[config.mk]
export PLATFORM = sky130hd
export DESIGN_NAME = l2_line_ctrl_flat
export DESIGN_NICKNAME = d
export VERILOG_FILES = /design/src/rtl/l2_line_ctrl_pkg.sv /design/src/rtl/l2_line_ctrl_if.sv /design/src/rtl/l2_line_ctrl_arbiter.sv /design/src/rtl/l2_line_ctrl.sv /design/src/flat_wrapper.sv
export SDC_FILE = /design/constraint.sdc
export NUM_CORES = 1
export LEC_CHECK = 0
export ABC_AREA = 1
export BUFFER_PORTS_ARGS = -buffer_cell sky130_fd_sc_hd__clkbuf_2
export CELL_PAD_IN_SITES_DETAIL_PLACEMENT = 1
export CELL_PAD_IN_SITES_GLOBAL_PLACEMENT = 1
export CORE_MARGIN = 5
export CORE_UTILIZATION = 29
export DETAILED_ROUTE_END_ITERATION = 10
export PLACE_DENSITY = 0.75
export SETUP_SLACK_MARGIN = 0.3
export SYNTH_ARGS = -nofsm -noshare
export SYNTH_HDL_FRONTEND = slang
export SYNTH_HIERARCHICAL = 1
export SYNTH_SLANG_ARGS = --single-unit
export TNS_END_PERCENT = 50
[constraint.sdc]
create_clock -name clk -period 1.5 [get_ports clk]
set_input_delay 0.3 -clock clk [delete_from_list [all_inputs] [get_ports clk]]
set_output_delay 0.3 -clock clk [all_outputs]
set_load 0.005 [all_outputs]
[src/rtl/l2_line_ctrl_pkg.sv]
// Shared types and defaults for the L2 line controller: FSM states, the grant
// encoding and the default geometry.
package l2_ctrl_pkg;

  localparam int L2_CHECK_LINE = 128;
  localparam int L2_TAG_W      = 20;

  typedef enum logic [2:0] {
    IDLE,
    LOOKUP,
    WB,
    REFILL,
    DONE
  } l2_state_e;

  typedef enum logic {
    GRANT_INST,
    GRANT_DATA
  } l2_grant_e;

  function automatic logic is_hit(input logic valid, input logic match);
    return valid & match;
  endfunction

endpackage

[src/rtl/l2_line_ctrl_if.sv]
// Bundle of the L1 request ports, the check-set/tag-array ports and the memory
// port. The controller uses the master view; the surrounding system uses slave.
interface l2_line_ctrl_if #(
  parameter int IDX_W = 7,
  parameter int TAG_W = 20
);
  logic             inst_req;
  logic [IDX_W-1:0] inst_index;
  logic [TAG_W-1:0] inst_tag;
  logic             inst_ack;
  logic             data_req;
  logic             data_wr;
  logic [IDX_W-1:0] data_index;
  logic [TAG_W-1:0] data_tag;
  logic             data_ack;
  logic [IDX_W-1:0] chk_index;
  logic             valid_chk;
  logic             dirty_chk;
  logic             tag_match;
  logic [TAG_W-1:0] tag_q;
  logic             tag_we;
  logic             valid_set;
  logic             dirty_set;
  logic             dirty_clear;
  logic             mem_req;
  logic             mem_we;
  logic             mem_ready;

  modport master (
    input  inst_req, inst_index, inst_tag, data_req, data_wr, data_index,
           data_tag, valid_chk, dirty_chk, tag_match, mem_ready,
    output inst_ack, data_ack, chk_index, tag_q, tag_we, valid_set,
           dirty_set, dirty_clear, mem_req, mem_we
  );

  modport slave (
    output inst_req, inst_index, inst_tag, data_req, data_wr, data_index,
           data_tag, valid_chk, dirty_chk, tag_match, mem_ready,
    input  inst_ack, data_ack, chk_index, tag_q, tag_we, valid_set,
           dirty_set, dirty_clear, mem_req, mem_we
  );
endinterface

[src/rtl/l2_line_ctrl_arbiter.sv]
// Two-requester round-robin arbiter. Grant is combinational; the last winner
// is remembered only when the controller accepts the grant.
module l2_req_arbiter
  import l2_ctrl_pkg::*;
(
  input  logic      clk,
  input  logic      rst_n,
  input  logic      inst_req,
  input  logic      data_req,
  input  logic      accept,
  output l2_grant_e grant,
  output logic      grant_vld
);

  l2_grant_e last_grant;

  always_comb begin
    grant_vld = inst_req | data_req;
    grant     = GRANT_DATA;
    if (inst_req && data_req) begin
      grant = (last_grant == GRANT_INST) ? GRANT_DATA : GRANT_INST;
    end else if (inst_req) begin
      grant = GRANT_INST;
    end
  end

  // Reset to DATA so the first contention goes to the instruction side
  always_ff @(posedge clk or negedge rst_n) begin
    if (!rst_n) begin
      last_grant <= GRANT_DATA;
    end else if (accept && grant_vld) begin
      last_grant <= grant;
    end
  end

endmodule

[src/rtl/l2_line_ctrl.sv]
// Per-request controller of the direct-mapped L2: arbitrates L1-I/L1-D misses,
// then sequences lookup, writeback and refill and drives the check-set strobes.
module l2_line_ctrl
  import l2_ctrl_pkg::*;
#(
  parameter int CHECK_LINE = L2_CHECK_LINE,
  parameter int TAG_W      = L2_TAG_W
) (
  input logic           clk,
  input logic           rst_n,
  l2_line_ctrl_if.master bus
);

  localparam int IDX_W = $clog2(CHECK_LINE);

  l2_state_e        state;
  l2_state_e        state_nxt;
  logic [IDX_W-1:0] chk_index;
  logic [TAG_W-1:0] tag_q;
  logic             wr_q;
  logic             is_inst_q;
  l2_grant_e        grant;
  logic             grant_vld;
  logic             accept;
  logic             ack;
  logic             valid_set;
  logic             dirty_set;
  logic             dirty_clear;
  logic             tag_we;
  logic             mem_req;
  logic             mem_we;

  assign accept = (state == IDLE) && grant_vld;

  l2_req_arbiter u_arb (
    .clk       (clk),
    .rst_n     (rst_n),
    .inst_req  (bus.inst_req),
    .data_req  (bus.data_req),
    .accept    (accept),
    .grant     (grant),
    .grant_vld (grant_vld)
  );

  always_ff @(posedge clk or negedge rst_n) begin
    if (!rst_n) begin
      state     <= IDLE;
      chk_index <= '0;
      tag_q     <= '0;
      wr_q      <= 1'b0;
      is_inst_q <= 1'b0;
    end else begin
      state <= state_nxt;
      if (accept) begin
        is_inst_q <= (grant == GRANT_INST);
        if (grant == GRANT_INST) begin
          chk_index <= bus.inst_index;
          tag_q     <= bus.inst_tag;
          wr_q      <= 1'b0;
        end else begin
          chk_index <= bus.data_index;
          tag_q     <= bus.data_tag;
          wr_q      <= bus.data_wr;
        end
      end
    end
  end

  // Strobes are decoded from the state so an async reset clears them at once
  always_comb begin
    state_nxt   = state;
    ack         = 1'b0;
    valid_set   = 1'b0;
    dirty_set   = 1'b0;
    dirty_clear = 1'b0;
    tag_we      = 1'b0;
    mem_req     = 1'b0;
    mem_we      = 1'b0;
    case (state)
      IDLE: begin
        if (grant_vld) state_nxt = LOOKUP;
      end
      LOOKUP: begin
        if (is_hit(bus.valid_chk, bus.tag_match)) begin
          ack       = 1'b1;
          dirty_set = wr_q;
          state_nxt = IDLE;
        end else if (bus.valid_chk && bus.dirty_chk) begin
          state_nxt = WB;
        end else begin
          state_nxt = REFILL;
        end
      end
      WB: begin
        mem_req = 1'b1;
        mem_we  = 1'b1;
        if (bus.mem_ready) begin
          dirty_clear = 1'b1;
          state_nxt   = REFILL;
        end
      end
      REFILL: begin
        mem_req = 1'b1;
        if (bus.mem_ready) begin
          valid_set = 1'b1;
          tag_we    = 1'b1;
          state_nxt = DONE;
        end
      end
      DONE: begin
        ack       = 1'b1;
        dirty_set = wr_q;
        state_nxt = IDLE;
      end
      default: state_nxt = IDLE;
    endcase
  end

  assign bus.chk_index   = chk_index;
  assign bus.tag_q       = tag_q;
  assign bus.inst_ack    = ack & is_inst_q;
  assign bus.data_ack    = ack & ~is_inst_q;
  assign bus.valid_set   = valid_set;
  assign bus.dirty_set   = dirty_set;
  assign bus.dirty_clear = dirty_clear;
  assign bus.tag_we      = tag_we;
  assign bus.mem_req     = mem_req;
  assign bus.mem_we      = mem_we;

  // A granted requester must hold its request until it sees its ack
  inst_held_a: assert property (@(posedge clk) disable iff (!rst_n)
    (state != IDLE && is_inst_q) |-> bus.inst_req);
  data_held_a: assert property (@(posedge clk) disable iff (!rst_n)
    (state != IDLE && !is_inst_q) |-> bus.data_req);
  dirty_excl_a: assert property (@(posedge clk) disable iff (!rst_n)
    !(dirty_set && dirty_clear));

endmodule

[src/flat_wrapper.sv]
// flat-port wrapper written by rule: the top's interface ports become plain ports
module l2_line_ctrl_flat import l2_ctrl_pkg::*;
#(
  parameter int CHECK_LINE = L2_CHECK_LINE,
  parameter int TAG_W      = L2_TAG_W
)
  (clk, rst_n, bus_inst_req, bus_inst_index, bus_inst_tag, bus_data_req, bus_data_wr, bus_data_index, bus_data_tag, bus_valid_chk, bus_dirty_chk, bus_tag_match, bus_mem_ready, bus_inst_ack, bus_data_ack, bus_chk_index, bus_tag_q, bus_tag_we, bus_valid_set, bus_dirty_set, bus_dirty_clear, bus_mem_req, bus_mem_we);
  l2_line_ctrl_if #(.IDX_W(($clog2(CHECK_LINE))), .TAG_W(TAG_W)) bus_i ();
  input logic clk;
  input logic rst_n;
  input wire logic [$bits(bus_i.inst_req)-1:0] bus_inst_req;
  input wire logic [$bits(bus_i.inst_index)-1:0] bus_inst_index;
  input wire logic [$bits(bus_i.inst_tag)-1:0] bus_inst_tag;
  input wire logic [$bits(bus_i.data_req)-1:0] bus_data_req;
  input wire logic [$bits(bus_i.data_wr)-1:0] bus_data_wr;
  input wire logic [$bits(bus_i.data_index)-1:0] bus_data_index;
  input wire logic [$bits(bus_i.data_tag)-1:0] bus_data_tag;
  input wire logic [$bits(bus_i.valid_chk)-1:0] bus_valid_chk;
  input wire logic [$bits(bus_i.dirty_chk)-1:0] bus_dirty_chk;
  input wire logic [$bits(bus_i.tag_match)-1:0] bus_tag_match;
  input wire logic [$bits(bus_i.mem_ready)-1:0] bus_mem_ready;
  output wire logic [$bits(bus_i.inst_ack)-1:0] bus_inst_ack;
  output wire logic [$bits(bus_i.data_ack)-1:0] bus_data_ack;
  output wire logic [$bits(bus_i.chk_index)-1:0] bus_chk_index;
  output wire logic [$bits(bus_i.tag_q)-1:0] bus_tag_q;
  output wire logic [$bits(bus_i.tag_we)-1:0] bus_tag_we;
  output wire logic [$bits(bus_i.valid_set)-1:0] bus_valid_set;
  output wire logic [$bits(bus_i.dirty_set)-1:0] bus_dirty_set;
  output wire logic [$bits(bus_i.dirty_clear)-1:0] bus_dirty_clear;
  output wire logic [$bits(bus_i.mem_req)-1:0] bus_mem_req;
  output wire logic [$bits(bus_i.mem_we)-1:0] bus_mem_we;
  assign bus_i.inst_req = bus_inst_req;
  assign bus_i.inst_index = bus_inst_index;
  assign bus_i.inst_tag = bus_inst_tag;
  assign bus_i.data_req = bus_data_req;
  assign bus_i.data_wr = bus_data_wr;
  assign bus_i.data_index = bus_data_index;
  assign bus_i.data_tag = bus_data_tag;
  assign bus_i.valid_chk = bus_valid_chk;
  assign bus_i.dirty_chk = bus_dirty_chk;
  assign bus_i.tag_match = bus_tag_match;
  assign bus_i.mem_ready = bus_mem_ready;
  assign bus_inst_ack = bus_i.inst_ack;
  assign bus_data_ack = bus_i.data_ack;
  assign bus_chk_index = bus_i.chk_index;
  assign bus_tag_q = bus_i.tag_q;
  assign bus_tag_we = bus_i.tag_we;
  assign bus_valid_set = bus_i.valid_set;
  assign bus_dirty_set = bus_i.dirty_set;
  assign bus_dirty_clear = bus_i.dirty_clear;
  assign bus_mem_req = bus_i.mem_req;
  assign bus_mem_we = bus_i.mem_we;
  l2_line_ctrl #(.CHECK_LINE(CHECK_LINE), .TAG_W(TAG_W)) u_core (.clk(clk), .rst_n(rst_n), .bus(bus_i));
endmodule
==> summary.log, run 1 <==
INFO  yosys          synth_flop_type=sky130_fd_sc_hd__dfrtp_1
INFO  drt            post_drt_via_cell_ratio=4.47
INFO  yosys          synth_area=0.00180mm^2
INFO  sta            period_minus_slack=1.58ns
INFO  run_status     violations=negative setup slack
INFO  drt            total_drc_errors_in_the_routed_layout=0
INFO  final_layout   final_nets=440
INFO  sta            unrepaired_setup_endpoints_after_global_routing=yes
INFO  yosys          synth.yosys.seq_area_share=46.0%
INFO  yosys          synthArstFlopShare=100%
INFO  clocking       cts_tree=built
INFO  drt            totalWireLength=6400um
INFO  yosys          netlist_instances=260
INFO  critical_path  r2r-start=u_core/state[0]$_DFFE_PN0P_
INFO  critical_path  reg2regPathDepth=7
INFO  floorplanning  rows=28
INFO  min_path       hp-start=bus_data_req
INFO  critical_path  r2r_setup_slack=0.10ns
INFO  floorplanning  ios=98
INFO  floorplanning  floorplan.die.height=88.8um
INFO  min_path       whs_endpoint=u_core/u_arb/last_grant$_DFFE_PN1P_
INFO  clocking       htree_levels=2
INFO  yosys          synth.distinct_cells=21
INFO  drt            first_iter_violations=44
INFO  run_status     outcome=finished with violations
INFO  global_routing number_of_global_route_vias_before_repair=2134
INFO  placement      placement.io_buffers=97
INFO  yosys          synth_fp_nets=323
INFO  drt            drt_pass1_iterations=3
INFO  min_path       min_path_cells=3
INFO  critical_path  worstPathCellList=buf_6 > nor4_4 > buf_2
INFO  sta            final.setup.worst_slack=-0.0760ns
INFO  critical_path  path_delay_family=flip-flops
INFO  yosys          synth_most_common_cell=sky130_fd_sc_hd__nand2_1
INFO  yosys          yosysWarningCount=6
INFO  pwr            finalPower=5.62mW
INFO  critical_path  max_stage_delay=0.46ns
INFO  drt            postRouteAntennaNets=0
INFO  clocking       clk_latency=0.27ns
INFO  pwr            ir_worst_vdd=919uV
INFO  floorplanning  start_util=30.0%
INFO  critical_path  crit-reg2reg-capture=u_core/bus.tag_q[14]$_DFFE_PN0P_
INFO  critical_path  worst-endpoint-required=1.20ns
INFO  drt            routed-via-count=2024
INFO  sta            maximum_operating_frequency=0.635GHz
INFO  sta            setup_tns=-0.448ns
INFO  yosys          synth_common_cells=sky130_fd_sc_hd__nand2_1, sky130_fd_sc_hd__inv_1, sky130_fd_sc_hd__dfrtp_1, sky130_fd_sc_hd__o21ai_0, sky130_fd_sc_hd__nor2_1
INFO  final_layout   drive_above_1_share=58.5%
INFO  sta            report.final.setup_viol=7
INFO  yosys          synth.avg_cell_area=6.92um^2
INFO  clocking       clkSlewWorstSetupHoldPaths=0.06ns
INFO  sta            skew=0.00463ns
INFO  yosys          synth_area_leaders=sky130_fd_sc_hd__dfrtp_1, sky130_fd_sc_hd__nand2_1, sky130_fd_sc_hd__o21ai_0
INFO  job            cap_viol_max_count=0
INFO  floorplanning  core_area=0.00599mm^2
INFO  clocking       cts.path.max_buffers=2
INFO  placement      placed_cells=425
INFO  clocking       clock_root_buffer=sky130_fd_sc_hd__clkbuf_8
INFO  yosys          synth_top_cell_by_area=sky130_fd_sc_hd__dfrtp_1
INFO  sta            layout_worst_path_cycle_share=105%
INFO  final_layout   finalNonFillerCells=453
INFO  final_layout   area_growth_syn_to_layout=73.6%
INFO  global_routing grt_use_total=15.7%
INFO  global_routing grt_start_max_net_pins=36
INFO  global_routing grt_pass1_wl=9690um
INFO  yosys          yosys_register_bits=33
INFO  sta            timing.slew.headroom=73.3%
INFO  global_routing grt-ovfl-total=0
INFO  pwr            power.leakage=1.87nW
INFO  critical_path  critical-path-slowest-cell=sky130_fd_sc_hd__dfrtp_2
INFO  critical_path  end_kind=output port
INFO  floorplanning  dieArea=0.00788mm^2
INFO  sta            hold-worst-slack=0.257ns
INFO  yosys          synth_enable_flop_cells=0
INFO  sta            slew_viols_final=0
INFO  clocking       clock_sinks=33
INFO  yosys          post-synth-top-area-fraction=44.5%
INFO  critical_path  path_class=flop to output port
INFO  critical_path  critPathLaunchType=flop
INFO  sta            worst-slew-pin-transition=0.401ns
INFO  critical_path  critical_path.n_buffers_inverters=2
INFO  drt            detail_route.wl_per_cell=14.1um
INFO  placement      gp_congestion=0.798
INFO  final_layout   antennaDiodeCount=0
INFO  pwr            power_density=1800mW/mm^2
INFO  sta            final_hold_viol_count=0
INFO  min_path       hold_path.class=primary input to flop
INFO  clocking       cts_inserted_buffers=5
INFO  critical_path  critPathMaxFanout=5
INFO  placement      place.detailed.hpwl=4230um
INFO  critical_path  arrival_time_at_the_worst_endpoint=1.28ns
INFO  floorplanning  fp.dieW=88.8um
INFO  global_routing initial_antenna_violation_count=0
-- what timing repair did --
action	in CTS	in global routing
setup buffers	11	4
hold buffers	1	0
hold endpoints to repair	13	0
cloned	3	1
endpoints found under the setup margin	37	40
gates resized for setup	60	82
pin swaps	39	58
-- logic make-up after synthesis --
kind of cell	count (synthesis)	share of synthesized area, %
DFF	33	46.0
AOI/OAI and AO/OA	31	8.62
buffers and inverters	51	12.7
and+or+nand+nor	145	32.7
-- routing by layer --
layer	share of wire, %	global-route usage, %
met1	38	17.7
met5	0	0
met4	0.75	3.85
met2	56	29.4
met3	5.4	3.91
-- cells in the final DEF (no fill, tap or decap), types with 2 or more instances in the layout --
master                      n
sky130_fd_sc_hd__inv_1     35
sky130_fd_sc_hd__buf_12     5
sky130_fd_sc_hd__nand3_1    3
sky130_fd_sc_hd__o21ai_2   11
sky130_fd_sc_hd__nand2_4   25
sky130_fd_sc_hd__o21ai_1   14
sky130_fd_sc_hd__inv_2      3
sky130_fd_sc_hd__nand2_2   41
sky130_fd_sc_hd__clkbuf_8   7
sky130_fd_sc_hd__o21ai_0    5
sky130_fd_sc_hd__dfrtp_2    2
sky130_fd_sc_hd__nand2_1   63
sky130_fd_sc_hd__nor2_1     3
sky130_fd_sc_hd__buf_4      8
sky130_fd_sc_hd__buf_2      6
sky130_fd_sc_hd__nor2_4     3
sky130_fd_sc_hd__clkbuf_2  91
sky130_fd_sc_hd__dfrtp_1   30
sky130_fd_sc_hd__buf_6      6
-- metrics by stage --
stage               cell area [um^2]  setup WS [ns]  util, %
CTS                             2790        -0.0824     46.5
finish                          3120        -0.0760     52.1
global route                    3120         -0.150     52.1
detailed placement              2380          0.114     39.7
global placement                2380          0.158     39.7
floorplan                       1850          0.274        -
-- sequential cells by signal, indices dropped and copies added (netlist names) --
register and count:
u_core/is_inst_q 1, u_core/bus.chk_index 7, u_core/wr_q 1, u_core/bus.tag_q 20
u_core/u_arb/last_grant 1, u_core/state 3
-- worst register-to-register path: cells and delay by family (launching register included) --
family / cells / cell delay [ns]
simple gates: 4 / 0.42
buf+inv: 3 / 0.47
flops: 1 / 0.41
-- power by group --
group	internal [mW]	switching [mW]	leakage, nW	total, mW
Combinational	1.45	1.79	1.40	3.24
Clock	0.414	0.292	0.0542	0.706
Sequential	1.32	0.354	0.410	1.67
Total	3.18	2.44	1.87	5.62
-- layout make-up --
| cell class | instances | area (um^2) |
|---|---|---|
| fillers | 771 | 2870 |
| multi-input cells | 176 | 1110 |
| flip-flops and latches | 33 | 830 |
| repair buffers | 119 | 763 |
| inverters | 39 | 173 |
| clock buffers | 7 | 96.3 |
| well taps | 75 | 93.8 |
| repair inverters | 3 | 47.5 |
| clock inverters | 1 | 5.00 |
-- how the worst max path moves through the flow --
stage                                             start                               to  slack, ns  cells past startpoint
finish                      u_core/state[2]$_DFFE_PN0P_                       bus_tag_we      -0.08                      3
global route                u_core/state[2]$_DFFE_PN0P_                       bus_tag_we      -0.15                      3
CTS                         u_core/state[0]$_DFFE_PN0P_                     bus_inst_ack      -0.08                      5
floorplan           u_core/u_arb/last_grant$_DFFE_PN1P_  u_core/bus.tag_q[5]$_DFFE_PN0P_       0.27                      9
global placement            u_core/state[1]$_DFFE_PN0P_                     bus_inst_ack       0.16                      6
detailed placement          u_core/state[1]$_DFFE_PN0P_                     bus_inst_ack       0.11                      6
(Power assumes the default switching activity.)
==> run 2: changes to the inputs <==
- ABC_AREA: 1 -> unset
- CORE_UTILIZATION: 29 -> 30
==> run 2 against run 1 <==
- the run still ends with negative setup slack left
- utilization rose by 0.72 points
- combinational power fell by 14%
- clock skew fell by 0.0034 ns
- worst setup slack got worse by 0.034 ns
- first-iteration DRC count fell by 50%
- synthesized area fell by 11%
- worst hold slack got worse by 0.026 ns
- critical endpoint is now bus_inst_ack
- sequential power barely moved
- critical path depth did not move
==> summary.log, run 2 <==
INFO  yosys          synth.yosys.seq_area_share=51.5%
INFO  run_status     outcome=finished with violations
INFO  yosys          synth_fp_nets=223
INFO  sta            unrepaired_setup_endpoints_after_global_routing=yes
INFO  yosys          synthArstFlopShare=100%
INFO  clocking       cts.path.max_buffers=2
INFO  yosys          synth_enable_flop_cells=0
INFO  drt            drt_pass1_iterations=3
INFO  sta            maximum_operating_frequency=0.621GHz
INFO  placement      placement.io_buffers=97
INFO  critical_path  worstPathCellList=mux2_4 > nor3_4 > buf_2
INFO  yosys          post-synth-top-area-fraction=49.8%
INFO  clocking       clkSlewWorstSetupHoldPaths=0.07ns
INFO  final_layout   biggestRegsByFlops=u_core/bus.tag_q (20), u_core/bus.chk_index (7), u_core/state (3)
INFO  placement      place.detailed.hpwl=3570um
INFO  final_layout   largest_reg_flops=20
INFO  final_layout   area_growth_syn_to_layout=69.1%
INFO  sta            final_hold_viol_count=0
INFO  pwr            power_density=1950mW/mm^2
INFO  pwr            ir_worst_vdd=738uV
INFO  critical_path  max_stage_delay=0.44ns
INFO  critical_path  path_class=flop to output port
INFO  yosys          synth_most_common_cell=sky130_fd_sc_hd__dfrtp_1
INFO  yosys          synth_area_leaders=sky130_fd_sc_hd__dfrtp_1, sky130_fd_sc_hd__mux2i_1, sky130_fd_sc_hd__a21oi_1
INFO  yosys          synth_flop_type=sky130_fd_sc_hd__dfrtp_1
INFO  critical_path  end_kind=output port
INFO  floorplanning  floorplan.die.height=83.2um
INFO  final_layout   layout.cells.most_common=sky130_fd_sc_hd__clkbuf_2
INFO  clocking       clk_latency=0.28ns
INFO  global_routing grt-ovfl-total=0
INFO  yosys          synth_area=0.00161mm^2
INFO  global_routing number_of_global_route_vias_before_repair=1808
INFO  final_layout   largest-register=u_core/bus.tag_q
INFO  yosys          yosys_register_bits=33
INFO  floorplanning  dieArea=0.00692mm^2
INFO  global_routing grt_use_total=15.6%
INFO  final_layout   final_nets=337
INFO  drt            totalWireLength=5580um
INFO  drt            routed-via-count=1606
INFO  clocking       cts_inserted_buffers=5
INFO  yosys          synth.avg_cell_area=10.0um^2
INFO  floorplanning  rows=26
INFO  placement      postPlaceCellArea=0.00220mm^2
INFO  global_routing grt_start_max_net_pins=20
INFO  critical_path  critPathLaunchType=flop
INFO  sta            slew_viols_final=0
INFO  final_layout   antennaDiodeCount=0
INFO  yosys          synth.distinct_cells=23
INFO  clocking       cts_tree=built
INFO  sta            timing.slew.headroom=71.4%
INFO  pwr            power.leakage=1.38nW
INFO  min_path       hold_path.class=primary input to flop
INFO  critical_path  critPathMaxFanout=4
INFO  sta            hold-worst-slack=0.232ns
INFO  final_layout   mostFrequentLayoutCells=sky130_fd_sc_hd__clkbuf_2, sky130_fd_sc_hd__dfrtp_1, sky130_fd_sc_hd__mux2i_1
INFO  job            cap_viol_max_count=0
INFO  clocking       clock_root_buffer=sky130_fd_sc_hd__clkbuf_8
INFO  final_layout   drive_above_1_share=58.9%
INFO  run_status     violations=negative setup slack
INFO  global_routing grt_pass1_wl=8760um
INFO  final_layout   fin_area=0.00272mm^2
INFO  sta            skew=0.00120ns
INFO  floorplanning  ios=98
INFO  sta            worst-slew-pin-transition=0.430ns
INFO  yosys          synth_top_cell_by_area=sky130_fd_sc_hd__dfrtp_1
INFO  sta            layout_worst_path_cycle_share=107%
INFO  critical_path  worst-endpoint-required=1.20ns
INFO  critical_path  arrival_time_at_the_worst_endpoint=1.31ns
INFO  drt            total_drc_errors_in_the_routed_layout=0
INFO  floorplanning  fp.dieW=83.2um
INFO  drt            postRouteAntennaNets=0
INFO  sta            report.final.setup_viol=22
INFO  yosys          netlist_instances=160
INFO  clocking       htree_levels=2
INFO  drt            post_drt_via_cell_ratio=4.66
INFO  sta            final.setup.worst_slack=-0.110ns
INFO  yosys          synth_common_cells=sky130_fd_sc_hd__dfrtp_1, sky130_fd_sc_hd__nor2_1, sky130_fd_sc_hd__a21oi_1, sky130_fd_sc_hd__mux2i_1, sky130_fd_sc_hd__buf_2
INFO  placement      gp_congestion=0.747
INFO  sta            period_minus_slack=1.61ns
INFO  floorplanning  core_area=0.00514mm^2
INFO  floorplanning  start_util=31.3%
INFO  critical_path  critical-path-slowest-cell=sky130_fd_sc_hd__dfrtp_2
INFO  global_routing initial_antenna_violation_count=0
INFO  drt            detail_route.wl_per_cell=16.2um
INFO  drt            first_iter_violations=22
INFO  pwr            finalPower=5.30mW
INFO  clocking       clock_sinks=33
INFO  yosys          yosysWarningCount=6
-- run 2: changes by cell type after synthesis, moves of 3 or more --
cell,previous run,this run
sky130_fd_sc_hd__mux2i_1,0,28
sky130_fd_sc_hd__nand2_1,129,4
sky130_fd_sc_hd__o21ai_0,28,2
sky130_fd_sc_hd__buf_2,4,7
sky130_fd_sc_hd__inv_1,37,4
sky130_fd_sc_hd__nor2_1,5,31
sky130_fd_sc_hd__a21oi_1,1,29
-- run 2: kinds of logic (layout without fill, tap and decap cells) --
group / after synthesis / after routing / synth area share, %
and+or+nand+nor: 48 / 48 / 14.1
AOI/OAI and AO/OA: 34 / 34 / 10.8
DFF: 33 / 33 / 51.5
muxes: 29 / 29 / 18.1
buffers and inverters: 16 / 131 / 5.45
-- run 2: through the flow --
stage / worst slack [ns] / instances / setup TNS, ns / util [%]
finish: -0.110 / 345 / -0.998 / 52.8
global placement: 0.125 / 321 / 0 / 42.9
detailed placement: 0.0868 / 321 / 0 / 42.9
global route: -0.200 / 345 / -3.55 / 52.8
CTS: -0.0949 / 343 / -0.312 / 50.2
floorplan: 0.156 / 160 / 0 / -
-- run 2: final timing paths --
kind / startpoint / end / slack [ns] / cells past startpoint
min: bus_inst_req / u_core/u_arb/last_grant$_DFFE_PN1P_ / 0.23 / 2
min reg2reg: u_core/bus.tag_q[9]$_DFFE_PN0P_ / u_core/bus.tag_q[9]$_DFFE_PN0P_ / 0.53 / 2
max in group asynchronous: rst_n / u_core/bus.tag_q[8]$_DFFE_PN0P_ / 0.56 / 3
min in group asynchronous: rst_n / u_core/bus.chk_index[3]$_DFFE_PN0P_ / 0.49 / 2
max reg2reg: u_core/state[2]$_DFFE_PN0P_ / u_core/bus.tag_q[15]$_DFFE_PN0P_ / -0.06 / 6
max: u_core/state[2]$_DFFE_PN0P_ / bus_inst_ack / -0.11 / 3
-- run 2: per-layer routing --
layer  up-vias  share of wire, %  global-route usage, %
met2        56                53                   29.7
met5         -                 0                      0
met3         4               5.8                   4.85
met4         0              0.38                   2.23
met1       770                40                   17.3
li1        776                 -                      -
-- run 2: area by class of cell --
cell class	instances	area, um^2
clock buffer	7	86.3
clock inverter	1	30.0
fill	591	2420
inverter	4	15.0
multi-input combinational	111	855
sequential	33	830
tap	70	87.6
timing repair buffer	119	813
-- run 2: worst max-delay path, delay by kind of cell (launching register included) --
family                 cells  cell delay (ns)
flip-flops                 1             0.44
multiplexers               1             0.35
buffers and inverters      1             0.13
AND/OR/NAND/NOR            1             0.11
-- run 2: where the power goes --
| group | internal [mW] | switching [mW] | leakage, nW |
|---|---|---|---|
| Clock | 0.542 | 0.327 | 0.0585 |
| Combinational | 1.44 | 1.33 | 0.954 |
| Sequential | 1.34 | 0.303 | 0.366 |
| Total | 3.33 | 1.96 | 1.38 |
-- run 2: what timing repair did --
action,in CTS,in global routing
pin swaps,3,2
cloned,4,1
endpoints found under the setup margin,38,39
hold buffers,1,0
setup buffers,9,1
gates resized for setup,27,30
hold endpoints to repair,13,0
==> run 3: changes to the inputs <==
- SETUP_SLACK_MARGIN: 0.3 -> unset
==> run 3 against run 2 <==
- the flow still finishes with violations (negative setup slack)
- worst setup slack got worse by 0.0072 ns
- combinational power decreased by 13%
- utilization fell by 2.5 points
- global-route usage fell by 1.4 points
- clock power down 26%
- clock skew increased by 0.0020 ns
- non-clock buffer count down 1
- worst hold slack improved by 0.0028 ns
==> summary.log, run 3 (synthesis gave the netlist of run 2 again) <==
INFO  drt            totalWireLength=5410um
INFO  final_layout   largest-register=u_core/bus.tag_q
INFO  clocking       htree_levels=2
INFO  pwr            power_density=1830mW/mm^2
INFO  floorplanning  floorplan.die.height=83.2um
INFO  floorplanning  ios=98
INFO  critical_path  critPathMaxFanout=4
INFO  floorplanning  fp.dieW=83.2um
INFO  sta            period_minus_slack=1.62ns
INFO  global_routing grt-ovfl-total=0
INFO  pwr            ir_worst_vdd=725uV
INFO  final_layout   mostFrequentLayoutCells=sky130_fd_sc_hd__clkbuf_2, sky130_fd_sc_hd__nor2_1, sky130_fd_sc_hd__a21oi_1, sky130_fd_sc_hd__dfrtp_1, sky130_fd_sc_hd__mux2i_1
INFO  placement      placed_cells=323
INFO  sta            report.final.setup_viol=23
INFO  global_routing global_route.usage.met3=5.45%
INFO  drt            detail_route.wl_per_cell=15.7um
INFO  run_status     outcome=finished with violations
INFO  final_layout   biggestRegsByFlops=u_core/bus.tag_q (20), u_core/bus.chk_index (7), u_core/state (3)
INFO  final_layout   largest_reg_flops=20
INFO  final_layout   fin_area=0.00259mm^2
INFO  sta            worst-slew-pin-transition=0.479ns
INFO  sta            final.setup.worst_slack=-0.117ns
INFO  pwr            p_seq_share=35.0%
INFO  drt            total_drc_errors_in_the_routed_layout=0
INFO  pwr            cell_internal_pwr=2.98mW
INFO  final_layout   antennaDiodeCount=0
INFO  pwr            pwr-share-comb=51.4%
INFO  global_routing number_of_global_route_vias_before_repair=1713
INFO  sta            layout_worst_path_cycle_share=108%
INFO  critical_path  end_kind=output port
INFO  sta            slew_viols_final=0
INFO  floorplanning  rows=26
INFO  clocking       clock_root_buffer=sky130_fd_sc_hd__clkbuf_8
INFO  floorplanning  dieArea=0.00692mm^2
INFO  global_routing grt_pass1_wl=8090um
INFO  drt            first_iter_violations=29
INFO  critical_path  path_class=flop to output port
INFO  critical_path  critPathLaunchType=flop
INFO  sta            final_hold_viol_count=0
INFO  run_status     violations=negative setup slack
INFO  final_layout   layout.cells.most_common=sky130_fd_sc_hd__clkbuf_2
INFO  critical_path  worst-endpoint-required=1.20ns
INFO  sta            timing.slew.headroom=68.1%
INFO  critical_path  arrival_time_at_the_worst_endpoint=1.32ns
INFO  min_path       hold_path.class=primary input to flop
INFO  drt            routed-via-count=1587
INFO  pwr            switching_share=36.9%
INFO  drt            postRouteAntennaNets=0
INFO  drt            drt_pass1_iterations=4
INFO  placement      postPlaceCellArea=0.00222mm^2
INFO  pwr            total_switching_power=1.75mW
INFO  sta            maximum_operating_frequency=0.618GHz
INFO  pwr            power.leakage=1.35nW
INFO  placement      placement.io_buffers=97
INFO  critical_path  r2r-start=u_core/state[0]$_DFFE_PN0P_
INFO  sta            setup_tns=-0.871ns
INFO  global_routing initial_antenna_violation_count=0
INFO  clocking       cts_inserted_buffers=5
INFO  final_layout   area_growth_syn_to_layout=61.1%
INFO  final_layout   finalNonFillerCells=344
INFO  sta            hold-worst-slack=0.235ns
INFO  clocking       clock_sinks=33
INFO  placement      place.detailed.hpwl=3830um
INFO  clocking       clk_latency=0.28ns
INFO  placement      gp_congestion=0.798
INFO  critical_path  critical_path.startpoint=u_core/state[2]$_DFFE_PN0P_
INFO  final_layout   final_nets=336
INFO  sta            unrepaired_setup_endpoints_after_global_routing=yes
INFO  pwr            clkPwrFrac=13.6%
INFO  clocking       cts.path.max_buffers=2
INFO  global_routing grt_start_max_net_pins=36
INFO  floorplanning  core_area=0.00514mm^2
INFO  global_routing grt_use_total=14.3%
INFO  pwr            finalPower=4.73mW
INFO  min_path       hp-start=bus_inst_req
INFO  job            cap_viol_max_count=0
INFO  clocking       clkSlewWorstSetupHoldPaths=0.07ns
INFO  clocking       cts_tree=built
INFO  global_routing gr-max-usage-layer=met2
INFO  sta            skew=0.00321ns
INFO  global_routing grtUsageMet2=25.6%
INFO  floorplanning  start_util=31.3%
INFO  final_layout   drive_above_1_share=51.1%
INFO  drt            post_drt_via_cell_ratio=4.61
INFO  global_routing grt_use_met1=16.0%
-- run 3: metal layers --
| layer | wire, um | vias up |
|---|---|---|
| li1 | - | 768 |
| met1 | 2230 | 758 |
| met2 | 2790 | 56 |
| met3 | 345 | 5 |
| met4 | 41 | 0 |
| met5 | 0 | - |
-- run 3: path summary, 6_finish.rpt --
| kind | to | slack, ns | cells past startpoint |
|---|---|---|---|
| min in group asynchronous | u_core/bus.tag_q[17]$_DFFE_PN0P_ | 0.53 | 2 |
| worst max register to register | u_core/bus.tag_q[10]$_DFFE_PN0P_ | -0.04 | 6 |
| worst min register to register | u_core/bus.chk_index[4]$_DFFE_PN0P_ | 0.52 | 2 |
| worst max-delay path | bus_data_ack | -0.12 | 3 |
| worst min-delay path | u_core/u_arb/last_grant$_DFFE_PN1P_ | 0.23 | 2 |
| max in group asynchronous | u_core/u_arb/last_grant$_DFFE_PN1P_ | 0.42 | 3 |
-- run 3: power groups by stage --
stage,logic [mW],registers (mW),clock network [mW]
after floorplan,1.03,1.59,0
after global placement,1.73,1.63,0
after detailed placement,1.82,1.64,0
after CTS,1.90,1.64,0.675
after global routing,2.67,1.72,0.724
final,2.43,1.65,0.644
-- run 3: worst max-delay path, cell delays in order, from the launching register on --
cell and delay [ns]:
sky130_fd_sc_hd__dfrtp_2 0.45, sky130_fd_sc_hd__mux2_4 0.35, sky130_fd_sc_hd__nor3_4 0.11, sky130_fd_sc_hd__clkbuf_2 0.13
-- run 3: metrics by stage --
step	worst slack, ns	utilization [%]
2_1_floorplan	0.103	-
3_3_place_gp	0.0956	43.1
3_5_place_dp	0.0385	43.1
4_1_cts	-0.132	45.9
5_1_grt	-0.198	50.4
6_report	-0.117	50.4
-- run 3: final cells by class --
cell class / count / area, um^2
repair buffers: 118 / 817
well taps: 70 / 87.6
fillers: 622 / 2550
clock buffers: 6 / 72.6
inverters: 4 / 15.0
flip-flops and latches: 33 / 831
multi-input cells: 111 / 756
clock inverters: 2 / 10.0
-- run 3: timing repair --
item / 4_1_cts / 5_1_grt
buffers inserted: 3 / 3
gates resized for setup: 8 / 17
setup endpoints to repair: 7 / 36
pin swaps: 0 / 4
hold buffers: 1 / 0
cloned: 0 / 6
endpoints found under the hold margin: 16 / 0
